===== src/rtl/alu_pkg.sv =====
// Shared definitions for the ALU result stage: opcodes, flag bit positions and the
// packed FIFO entry layout {op, flags, result}.
package alu_pkg;

    localparam int unsigned OP_W   = 3;
    localparam int unsigned FLAG_W = 4;

    localparam logic [OP_W-1:0] OP_ADD  = 3'd0;
    localparam logic [OP_W-1:0] OP_SUB  = 3'd1;
    localparam logic [OP_W-1:0] OP_MUL  = 3'd2;
    localparam logic [OP_W-1:0] OP_DIV  = 3'd3;
    localparam logic [OP_W-1:0] OP_OR   = 3'd4;
    localparam logic [OP_W-1:0] OP_AND  = 3'd5;
    localparam logic [OP_W-1:0] OP_XOR  = 3'd6;
    localparam logic [OP_W-1:0] OP_XNOR = 3'd7;

    localparam int unsigned F_Z = 0;
    localparam int unsigned F_C = 1;
    localparam int unsigned F_V = 2;
    localparam int unsigned F_E = 3;

    // Entry width for a given result width; result sits in the low bits, op on top.
    function automatic int unsigned entry_width(int unsigned w);
        return OP_W + FLAG_W + w;
    endfunction

endpackage


===== src/rtl/alu_res_fifo.sv =====
// Generic synchronous FIFO with registered occupancy count; push is ignored when full and
// pop is ignored when empty.
module alu_res_fifo #(
    parameter int unsigned DEPTH = 2,
    parameter int unsigned DW    = 11
) (
    input  logic                   clk,
    input  logic                   rst,
    input  logic                   push,
    input  logic                   pop,
    input  logic [DW-1:0]          wdata,
    output logic [DW-1:0]          rdata,
    output logic                   full,
    output logic                   empty,
    output logic [$clog2(DEPTH):0] count
);

    localparam int unsigned AW = $clog2(DEPTH);
    localparam int unsigned CW = AW + 1;

    logic [DW-1:0] mem [DEPTH];
    logic [AW-1:0] wr_ptr_q, rd_ptr_q;
    logic [CW-1:0] count_q;
    logic          do_push, do_pop;

    assign full    = (count_q == CW'(DEPTH));
    assign empty   = (count_q == '0);
    assign do_push = push && !full;
    assign do_pop  = pop && !empty;
    assign rdata   = mem[rd_ptr_q];
    assign count   = count_q;

    always_ff @(posedge clk) begin
        if (rst) begin
            wr_ptr_q <= '0;
            rd_ptr_q <= '0;
            count_q  <= '0;
        end else begin
            if (do_push) wr_ptr_q <= wr_ptr_q + AW'(1);
            if (do_pop)  rd_ptr_q <= rd_ptr_q + AW'(1);
            unique case ({do_push, do_pop})
                2'b10:   count_q <= count_q + CW'(1);
                2'b01:   count_q <= count_q - CW'(1);
                default: count_q <= count_q;
            endcase
        end
    end

    // Storage needs no reset; stale entries are never visible because empty gates them.
    always_ff @(posedge clk) begin
        if (!rst && do_push) mem[wr_ptr_q] <= wdata;
    end

endmodule


===== src/rtl/alu_result_stage.sv =====
// Registered result stage behind the 4-bit ALU: selects the result by opcode, derives
// {E,V,C,Z} flags, buffers entries in a small FIFO and counts divide-by-zero events.
module alu_result_stage
    import alu_pkg::*;
#(
    parameter int unsigned DEPTH = 2,
    parameter int unsigned W     = 4,
    parameter int unsigned ERR_W = 8
) (
    input  logic             clk,
    input  logic             rst,
    input  logic             in_valid,
    output logic             in_ready,
    input  logic [2:0]       op,
    input  logic [W-1:0]     a,
    input  logic [W-1:0]     b,
    input  logic [W-1:0]     ad,
    input  logic [W-1:0]     s,
    input  logic [W-1:0]     m,
    input  logic [W-1:0]     d,
    input  logic [W-1:0]     o,
    input  logic [W-1:0]     an,
    input  logic [W-1:0]     x,
    input  logic [W-1:0]     xn,
    output logic             out_valid,
    input  logic             out_ready,
    output logic [W-1:0]     out_result,
    output logic [2:0]       out_op,
    output logic [3:0]       out_flags,
    output logic [ERR_W-1:0] err_count
);

    localparam int unsigned EW = entry_width(W);
    localparam int unsigned CW = $clog2(DEPTH) + 1;

    logic [W-1:0]     sel;
    logic [3:0]       flags;
    logic [W:0]       sum;
    logic [2*W-1:0]   prod;
    logic             b_zero;
    logic             push, pop;
    logic [EW-1:0]    head, shown;
    logic [EW-1:0]    last_q;
    logic             fifo_full, fifo_empty;
    logic [CW-1:0]    fifo_count;
    logic [ERR_W-1:0] err_q;

    assign b_zero = (b == '0);
    assign sum    = {1'b0, a} + {1'b0, b};
    assign prod   = (2*W)'(a) * (2*W)'(b);

    always_comb begin
        sel   = '0;
        flags = '0;
        unique case (op)
            OP_ADD:  sel = ad;
            OP_SUB:  sel = s;
            OP_MUL:  sel = m;
            OP_DIV:  sel = b_zero ? '1 : d;  // d is undefined when b is zero
            OP_OR:   sel = o;
            OP_AND:  sel = an;
            OP_XOR:  sel = x;
            OP_XNOR: sel = xn;
            default: sel = '0;
        endcase
        flags[F_Z] = (sel == '0);
        flags[F_C] = ((op == OP_ADD) && sum[W]) || ((op == OP_SUB) && (a < b));
        flags[F_V] = (op == OP_MUL) && (prod[2*W-1:W] != '0);
        flags[F_E] = (op == OP_DIV) && b_zero;
    end

    assign in_ready  = (fifo_count < CW'(DEPTH));
    assign push      = in_valid && !fifo_full;
    assign out_valid = !fifo_empty;
    assign pop       = out_valid && out_ready;

    alu_res_fifo #(
        .DEPTH (DEPTH),
        .DW    (EW)
    ) u_fifo (
        .clk   (clk),
        .rst   (rst),
        .push  (push),
        .pop   (pop),
        .wdata ({op, flags, sel}),
        .rdata (head),
        .full  (fifo_full),
        .empty (fifo_empty),
        .count (fifo_count)
    );

    // When the FIFO drains, keep presenting the last entry that was consumed.
    always_ff @(posedge clk) begin
        if (rst) begin
            last_q <= '0;
        end else if (pop) begin
            last_q <= head;
        end
    end

    always_ff @(posedge clk) begin
        if (rst) begin
            err_q <= '0;
        end else if (push && flags[F_E] && (err_q != '1)) begin
            err_q <= err_q + ERR_W'(1);
        end
    end

    assign shown      = fifo_empty ? last_q : head;
    assign out_result = shown[W-1:0];
    assign out_flags  = shown[W+3:W];
    assign out_op     = shown[EW-1:W+4];
    assign err_count  = err_q;

endmodule


===== config.mk =====
export PLATFORM = sky130hd
export DESIGN_NAME = alu_result_stage
export DESIGN_NICKNAME = d
export VERILOG_FILES = /design/src/rtl/alu_pkg.sv /design/src/rtl/alu_res_fifo.sv /design/src/rtl/alu_result_stage.sv
export SDC_FILE = /design/constraint.sdc
export NUM_CORES = 1
export LEC_CHECK = 0
export ABC_AREA = 1
export BUFFER_PORTS_ARGS = -buffer_cell sky130_fd_sc_hd__buf_2
export CAP_MARGIN = 15
export CORE_MARGIN = 10
export CORE_UTILIZATION = 56
export CTS_BUF_LIST = sky130_fd_sc_hd__clkbuf_4 sky130_fd_sc_hd__clkbuf_8
export CTS_CLUSTER_DIAMETER = 150
export DETAILED_ROUTE_END_ITERATION = 16
export GPL_TIMING_DRIVEN = 1
export PLACE_DENSITY_LB_ADDON = 0.2
export SYNTH_ARGS = -nofsm -noshare
export SYNTH_HDL_FRONTEND = slang
export SYNTH_SLANG_ARGS = --single-unit

===== constraint.sdc =====
create_clock -name clk -period 3.1 [get_ports clk]
set_input_delay 0.31 -clock clk [delete_from_list [all_inputs] [get_ports clk]]
set_output_delay 0.31 -clock clk [all_outputs]
set_load 0.01 [all_outputs]

==> impl_metrics.prom, run 1 <==
# TYPE chip_impl_metric gauge
chip_impl_info{name="status",value="completed"} 1
chip_impl_metric{name="drive_above_1_share",unit="%"} 20.98
chip_impl_metric{name="place_inst",unit=""} 469
chip_impl_metric{name="clock_insertion_delay_at_the_later_pin_of_the_skew_report",unit="ns"} 0.29
chip_impl_info{name="min-delay-path-class",value="input port to flip-flop"} 1
chip_impl_metric{name="ios",unit=""} 68
chip_impl_metric{name="grt_start_max_net_pins",unit=""} 27
chip_impl_info{name="worstSetupStartpoint",value="b[3]"} 1
chip_impl_metric{name="drc",unit=""} 0
chip_impl_metric{name="row_count",unit=""} 25
chip_impl_metric{name="critPathMaxFanout",unit=""} 6
chip_impl_metric{name="first_global_vias",unit=""} 2378
chip_impl_metric{name="via_count",unit=""} 2501
chip_impl_metric{name="postSynthCellCount",unit=""} 347
chip_impl_metric{name="syn_area",unit="um^2"} 2810
chip_impl_metric{name="final_min_period_over_clock_period",unit="%"} 75.55
chip_impl_info{name="startpoint_class_of_the_critical_path",value="input port"} 1
chip_impl_metric{name="grt_pass1_wl",unit="um"} 10560
chip_impl_metric{name="floorplan.die_area",unit="um^2"} 8252
chip_impl_info{name="worst_setup_path_end_kind",value="flip-flop"} 1
chip_impl_metric{name="antenna_cells_inserted",unit=""} 0
chip_impl_metric{name="worstMarginPinSlew",unit="ns"} 0.9008
chip_impl_metric{name="post_synth_mux_area_share",unit="%"} 3.918
chip_impl_metric{name="timing.reg2reg.setup_slack",unit="ns"} 1.05
chip_impl_metric{name="hold_viol",unit=""} 0
chip_impl_metric{name="post_synth_and_or_nand_nor_area_fraction",unit="%"} 22.93
chip_impl_metric{name="syn_area_per_cell",unit="um^2"} 8.099
chip_impl_metric{name="track_usage",unit="%"} 15.03
chip_impl_metric{name="cts-htree-levels",unit=""} 2
chip_impl_metric{name="layoutNonFillerInstCount",unit=""} 477
chip_impl_metric{name="port_buffers",unit=""} 67
chip_impl_metric{name="antenna_violations_before_repair",unit=""} 0
chip_impl_metric{name="design.final.nets",unit=""} 477
chip_impl_info{name="main_combinational_cell_family_by_area_after_synthesis",value="simple AND/OR/NAND/NOR gates"} 1
chip_impl_metric{name="crit_required",unit="ns"} 3.14
chip_impl_metric{name="synth_enable_flop_cells",unit=""} 22
chip_impl_metric{name="fp.dieW",unit="um"} 90.84
chip_impl_metric{name="synth.net_count",unit=""} 415
chip_impl_info{name="ctsRootBufferMaster",value="sky130_fd_sc_hd__clkbuf_8"} 1
chip_impl_metric{name="finalMaxSlewViolations",unit=""} 0
chip_impl_metric{name="post_cts.resized_instances",unit=""} 0
chip_impl_metric{name="report.final.setup_viol",unit=""} 0
chip_impl_metric{name="grt_overflow_total",unit=""} 0
chip_impl_metric{name="yosysSeqAreaShare",unit="%"} 40.61
chip_impl_info{name="timing_worst_setup_path_type",value="input port to flip-flop"} 1
chip_impl_metric{name="drv.max_cap_violation_count",unit=""} 0
chip_impl_metric{name="ys_seq_elements",unit=""} 46
chip_impl_metric{name="avgRoutedWirePerCell",unit="um"} 13.20
chip_impl_metric{name="power.leakage",unit="nW"} 1.582
chip_impl_metric{name="detailed_place.area",unit="um^2"} 3172
chip_impl_info{name="netlist_top_cells_count",value="sky130_fd_sc_hd__nand2_1 (65), sky130_fd_sc_hd__inv_1 (42), sky130_fd_sc_hd__nor2_1 (40)"} 1
chip_impl_metric{name="synth.lib_cells_used.distinct",unit=""} 30
chip_impl_metric{name="period_minus_slack",unit="ns"} 2.342
chip_impl_metric{name="synth_compound_gate_area_share",unit="%"} 11.62
chip_impl_metric{name="post_cts_hold_buffer_count",unit=""} 0
chip_impl_metric{name="clock-sinks",unit=""} 46
chip_impl_metric{name="slew_headroom",unit="%"} 39.72
chip_impl_metric{name="detail_route.iter0.violations",unit=""} 141
chip_impl_metric{name="finish.instance_area",unit="um^2"} 3284
chip_impl_metric{name="totalPowerFinal",unit="mW"} 1.871
chip_impl_metric{name="cellPowerDensity",unit="nW/um^2"} 569.7
chip_impl_metric{name="tritoncts_buffer_count",unit=""} 5
chip_impl_info{name="crit_path_top_delay_cell",value="sky130_fd_sc_hd__fa_1"} 1
chip_impl_info{name="synth_top_cells_by_area",value="sky130_fd_sc_hd__edfxtp_1 (24%), sky130_fd_sc_hd__dfxtp_1 (17%), sky130_fd_sc_hd__nand2_1 (8.7%)"} 1
chip_impl_info{name="regToRegStartpoint",value="u_fifo.count[0]"} 1
chip_impl_info{name="timing.critical_path.max_delay_family",value="adder cells"} 1
chip_impl_info{name="ys.flop_type",value="sky130_fd_sc_hd__dfxtp_1"} 1
chip_impl_metric{name="finalSetupTns",unit="ns"} 0
chip_impl_metric{name="worst_path_largest_cell_delay",unit="ns"} 0.53
chip_impl_metric{name="die_height",unit="um"} 90.84
chip_impl_metric{name="preCtsSetupSlack",unit="ns"} 0.4620
chip_impl_metric{name="fin_skew",unit="ns"} 0.01137
chip_impl_info{name="synth_most_common_cell",value="sky130_fd_sc_hd__nand2_1"} 1
chip_impl_metric{name="ys_async_sr_fraction",unit="%"} 0
chip_impl_metric{name="yosys.area_share.adder",unit="%"} 10.15
chip_impl_metric{name="netlist.area_leader.share",unit="%"} 23.51
chip_impl_metric{name="timing.critical_path.arrival",unit="ns"} 2.38
chip_impl_metric{name="final_antenna_net_count",unit=""} 0
chip_impl_metric{name="stages_on_worst_setup_path",unit=""} 10
chip_impl_metric{name="fin_util",unit="%"} 68.63
chip_impl_metric{name="gp_routability_congestion",unit=""} 0.8661
chip_impl_metric{name="synth_xor_area_share",unit="%"} 2.182
chip_impl_metric{name="synth_warnings",unit=""} 0
chip_impl_metric{name="timing.fmax",unit="MHz"} 427.0
chip_impl_metric{name="drt_pass1_iterations",unit=""} 4
chip_impl_metric{name="irDropWorstVdd",unit="uV"} 323.8
chip_impl_metric{name="place_hpwl",unit="um"} 4954
chip_impl_metric{name="layout_stage_area_growth_over_the_synthesis_result",unit="%"} 16.87
chip_impl_metric{name="final_critical_path_setup_slack",unit="ns"} 0.7580
chip_impl_metric{name="fp.coreArea",unit="um^2"} 4786
chip_impl_info{name="post-synth-top-area-cell",value="sky130_fd_sc_hd__edfxtp_1"} 1
chip_impl_metric{name="post_cts.repair.setup_buffers",unit=""} 0
chip_impl_metric{name="worst_r2r_path_depth",unit=""} 10
chip_impl_info{name="crit-reg2reg-capture",value="u_fifo.count[1]"} 1
chip_impl_metric{name="timing.hold.ws",unit="ns"} 0.4252
chip_impl_info{name="grt_setup_unrepaired",value="no"} 1
chip_impl_metric{name="clk_transition_reported_paths",unit="ns"} 0.09
chip_impl_metric{name="drt-total-wl",unit="um"} 6296
chip_impl_info{name="cts_tree",value="yes"} 1
chip_impl_info{name="crit_path_cell_trace",value="buf_2, nand2_1, fa_1, inv_1, fa_1, ha_1, nand4_1, o21bai_1, xor2_1, a21oi_1"} 1
chip_impl_info{name="cp_common_cell",value="sky130_fd_sc_hd__fa_1"} 1
chip_impl_metric{name="cp_num_buf_inv",unit=""} 2
chip_impl_metric{name="route.detailed.vias_per_inst",unit=""} 5.243
chip_impl_info{name="crit_path_end",value="u_fifo.mem[0][6]"} 1
chip_impl_metric{name="initial_standard_cell_utilization_of_the_core",unit="%"} 58.72
chip_impl_metric{name="clock_tree.buffer_depth",unit=""} 2
-- power by group --
part	internal [mW]	total, mW	leakage [nW]	switching (mW)
registers	0.731	0.796	0.399	0.0652
logic	0.255	0.636	1.12	0.382
clock network	0.241	0.439	0.0585	0.197
total	1.23	1.87	1.58	0.644
-- state kept, by name, indices dropped and copies added (netlist names), named ones only --
register and count:
u_fifo.mem 22, last_q 11, err_count 8, u_fifo.count 2
u_fifo.rd_ptr_q 1, u_fifo.wr_ptr_q 1
-- logic make-up after synthesis --
group / after synthesis
flip-flops: 46
AO/OA/AOI/OAI: 58
AND/OR/NAND/NOR: 145
buffers and inverters: 59
adder cells (fa/ha/maj): 21
multiplexers: 11
XOR/XNOR: 7
-- worst min-delay path by stage --
stage | slack, ns | start | endpoint | depth (start not counted)
2_1_floorplan | 0.41 | op[2] | u_fifo.mem[0][10] | 0
3_3_place_gp | 0.44 | u_fifo.rd_ptr_q | flip-flop | 1
3_5_place_dp | 0.46 | u_fifo.rd_ptr_q | flip-flop | 1
4_1_cts | 0.40 | rst | u_fifo.count[0] | 2
5_1_grt | 0.42 | op[2] | u_fifo.mem[0][10] | 1
6_report | 0.43 | rst | u_fifo.count[0] | 2
-- metal layers --
layer | track usage, % | vias to the layer above | part of all wire [%]
li1 | - | 1291 | -
met1 | 19.79 | 1108 | 48
met2 | 22.78 | 100 | 43
met3 | 5.403 | 2 | 9.0
met4 | 3.655 | 0 | 0.43
met5 | 0 | - | 0
-- layout make-up --
type                       instances  area [um^2]
sequential                        46         1141
tap                               67        83.83
clock buffer                       5        68.82
multi-input combinational        242         1428
clock inverter                     3        43.79
timing repair buffer              69        350.3
inverter                          45        168.9
fill                             416         1501
-- layout by cell type (no fill, tap or decap), types with 4 or more instances in the layout --
cell type	synthesis	final
sky130_fd_sc_hd__nand2_1	65	65
sky130_fd_sc_hd__xor2_1	4	4
sky130_fd_sc_hd__nand3_1	11	11
sky130_fd_sc_hd__mux2i_1	11	11
sky130_fd_sc_hd__dfxtp_1	24	24
sky130_fd_sc_hd__clkbuf_8	0	5
sky130_fd_sc_hd__buf_2	7	67
sky130_fd_sc_hd__edfxtp_1	22	22
sky130_fd_sc_hd__inv_1	42	42
sky130_fd_sc_hd__a21oi_1	16	16
sky130_fd_sc_hd__o21ai_0	26	26
sky130_fd_sc_hd__nor2_1	40	40
sky130_fd_sc_hd__nand4_1	19	19
sky130_fd_sc_hd__a211oi_1	11	11
sky130_fd_sc_hd__ha_1	18	18
Note: power is estimated with default switching activity, not from simulation.
==> inputs of run 2 (changes only) <==
CORE_UTILIZATION = 50   (was 56)
clock period = 2 ns   (was 3.1 ns; I/O delays follow)
==> run 2 against run 1 <==
  * The run now ends with setup timing left
  * Combinational power increased by 70%
  * Clock skew is 0.0016 ns lower
  * Worst setup slack worse by 0.89 ns
  * Highest routed layer unchanged
  * First-iteration DRC count is 11% lower
  * Cell area rose by 6.2%
  * Critical path type unchanged
  * Via count up 1.2%
  * Non-clock buffer count is 17 higher
  * Clock power rose by 50%
  * Flip-flop and latch count unchanged
  * Hold slack worse by 0.13 ns
==> impl_metrics.prom, run 2 (synthesis results as in run 1) <==
# TYPE chip_impl_metric gauge
chip_impl_metric{name="first_global_vias",unit=""} 2483
chip_impl_metric{name="finalSetupTns",unit="ns"} -0.2540
chip_impl_metric{name="gp_routability_congestion",unit=""} 0.9490
chip_impl_metric{name="final_min_period_over_clock_period",unit="%"} 106.4
chip_impl_metric{name="crit_required",unit="ns"} 2.05
chip_impl_metric{name="power.leakage",unit="nW"} 1.690
chip_impl_info{name="status",value="finished, violations left"} 1
chip_impl_metric{name="layoutNonFillerInstCount",unit=""} 499
chip_impl_metric{name="cellPowerDensity",unit="nW/um^2"} 843.8
chip_impl_metric{name="worstMarginPinSlew",unit="ns"} 0.4777
chip_impl_metric{name="finish.instance_area",unit="um^2"} 3487
chip_impl_metric{name="drive_above_1_share",unit="%"} 24.82
chip_impl_metric{name="post_cts_hold_buffer_count",unit=""} 0
chip_impl_metric{name="die_height",unit="um"} 94.97
chip_impl_info{name="grt_setup_unrepaired",value="yes"} 1
chip_impl_metric{name="finalMaxSlewViolations",unit=""} 0
chip_impl_metric{name="totalPowerFinal",unit="mW"} 2.942
chip_impl_metric{name="irDropWorstVdd",unit="uV"} 598.4
chip_impl_info{name="ctsRootBufferMaster",value="sky130_fd_sc_hd__clkbuf_8"} 1
chip_impl_metric{name="report.final.setup_viol",unit=""} 2
chip_impl_info{name="timing_worst_setup_path_type",value="input port to flip-flop"} 1
chip_impl_metric{name="design.final.nets",unit=""} 494
chip_impl_metric{name="tritoncts_buffer_count",unit=""} 5
chip_impl_metric{name="detailed_place.area",unit="um^2"} 3314
chip_impl_metric{name="n_fill_cell",unit=""} 493
chip_impl_info{name="worst_setup_path_end_kind",value="flip-flop"} 1
chip_impl_metric{name="final_critical_path_setup_slack",unit="ns"} -0.1270
chip_impl_info{name="startpoint_class_of_the_critical_path",value="input port"} 1
chip_impl_metric{name="clock-sinks",unit=""} 46
chip_impl_metric{name="timing.fmax",unit="MHz"} 470.1
chip_impl_metric{name="ios",unit=""} 68
chip_impl_info{name="regMostFlops",value="u_fifo.mem"} 1
chip_impl_info{name="cts_tree",value="yes"} 1
chip_impl_metric{name="detail_route.iter0.violations",unit=""} 125
chip_impl_metric{name="initial_standard_cell_utilization_of_the_core",unit="%"} 51.35
chip_impl_metric{name="clock_insertion_delay_at_the_later_pin_of_the_skew_report",unit="ns"} 0.29
chip_impl_info{name="failed_checks",value="setup timing"} 1
chip_impl_metric{name="timing.critical_path.arrival",unit="ns"} 2.17
chip_impl_info{name="commonest_cells_after_routing_fill_and_taps_aside",value="sky130_fd_sc_hd__nand2_1 (63), sky130_fd_sc_hd__buf_2 (63), sky130_fd_sc_hd__inv_1 (43)"} 1
chip_impl_metric{name="period_minus_slack",unit="ns"} 2.127
chip_impl_metric{name="antenna_violations_before_repair",unit=""} 0
chip_impl_metric{name="place_inst",unit=""} 490
chip_impl_metric{name="drt-total-wl",unit="um"} 6595
chip_impl_metric{name="fin_skew",unit="ns"} 0.009807
chip_impl_metric{name="floorplan.die_area",unit="um^2"} 9019
chip_impl_metric{name="route.detailed.vias_per_inst",unit=""} 5.070
chip_impl_metric{name="avgRoutedWirePerCell",unit="um"} 13.22
chip_impl_metric{name="grt_pass1_wl",unit="um"} 10900
chip_impl_metric{name="via_count",unit=""} 2530
chip_impl_metric{name="port_buffers",unit=""} 67
chip_impl_metric{name="grt_overflow_total",unit=""} 0
chip_impl_metric{name="place_hpwl",unit="um"} 5232
chip_impl_metric{name="max_ffs_per_register",unit=""} 22
chip_impl_metric{name="fp.coreArea",unit="um^2"} 5473
chip_impl_metric{name="drt_pass1_iterations",unit=""} 4
chip_impl_metric{name="antenna_cells_inserted",unit=""} 0
chip_impl_metric{name="fin_util",unit="%"} 63.72
chip_impl_metric{name="final_antenna_net_count",unit=""} 0
chip_impl_metric{name="slew_headroom",unit="%"} 67.91
chip_impl_metric{name="drc",unit=""} 0
chip_impl_metric{name="hold_viol",unit=""} 0
chip_impl_metric{name="clock_tree.buffer_depth",unit=""} 2
chip_impl_metric{name="layout_stage_area_growth_over_the_synthesis_result",unit="%"} 24.09
chip_impl_metric{name="row_count",unit=""} 27
chip_impl_metric{name="clk_transition_reported_paths",unit="ns"} 0.08
chip_impl_metric{name="critPathMaxFanout",unit=""} 2
chip_impl_metric{name="cts-htree-levels",unit=""} 2
chip_impl_metric{name="fp.dieW",unit="um"} 94.97
chip_impl_metric{name="track_usage",unit="%"} 14.78
chip_impl_metric{name="drv.max_cap_violation_count",unit=""} 0
chip_impl_info{name="min-delay-path-class",value="input port to flip-flop"} 1
chip_impl_metric{name="grt_start_max_net_pins",unit=""} 26
==> run 2: cell types whose count changed in the layout (fill, tap and decap cells not counted), sizes merged <==
cell,change
buf,+17
inv,+1
clkinv,-1
==> run 2: path summary, 6_finish.rpt <==
kind | from | to | slack [ns] | depth (start not counted)
setup reg to reg | u_fifo.count[0] | u_fifo.count[1] | 0.28 | 8
setup / recovery | b[1] | u_fifo.mem[0][6] | -0.13 | 10
hold / removal | ad[0] | u_fifo.mem[1][0] | 0.29 | 5
hold reg to reg | u_fifo.wr_ptr_q | u_fifo.wr_ptr_q | 0.47 | 2
==> run 2: cell type report <==
type	instances	area, um^2	area share, %
Timing Repair Buffer	86	519.2	14.89
Sequential cell	46	1141	32.72
Multi-Input combinational cell	242	1459	41.84
Inverter	45	168.9	4.844
Tap cell	72	90.09	2.583
Clock buffer	5	68.82	1.973
Clock inverter	3	40.04	1.148
==> run 2: worst max-delay path, stage by stage <==
cell and delay (ns):
sky130_fd_sc_hd__buf_8 0.09, sky130_fd_sc_hd__nand2_8 0.05, sky130_fd_sc_hd__fa_1 0.54, sky130_fd_sc_hd__inv_1 0.05, sky130_fd_sc_hd__fa_1 0.44, sky130_fd_sc_hd__ha_1 0.28
sky130_fd_sc_hd__nand4_1 0.07, sky130_fd_sc_hd__o21bai_1 0.18, sky130_fd_sc_hd__xor2_1 0.19, sky130_fd_sc_hd__a21oi_2 0.08
==> run 2: report_power, final <==
part | switching (mW) | internal (mW) | total (mW)
Clock | 0.290 | 0.368 | 0.658
Combinational | 0.643 | 0.441 | 1.08
Sequential | 0.0680 | 1.13 | 1.20
Total | 1.00 | 1.94 | 2.94
==> run 2: what timing repair did <==
item	CTS	global route
setup endpoints to repair	2	2
gates resized for setup	10	5
endpoints found under the hold margin	0	0
pin swaps	7	7
buffers inserted	1	0
==> run 2: metal layers <==
metal	track usage (%)	vias up	part of all wire [%]
met3	5.789	9	9.0
li1	-	1317	-
met1	17.50	1127	44
met2	24.08	77	45
met5	0	-	0
met4	4.738	0	1.8
==> run 2: metrics by stage <==
step	setup WS, ns	hold slack (ns)
3_3_place_gp	-0.4495	0.4361
6_report	-0.1270	0.2940
3_5_place_dp	-0.5195	0.4522
5_1_grt	-0.1933	0.3179
4_1_cts	-0.1111	0.2796
2_1_floorplan	-0.2015	0.2989
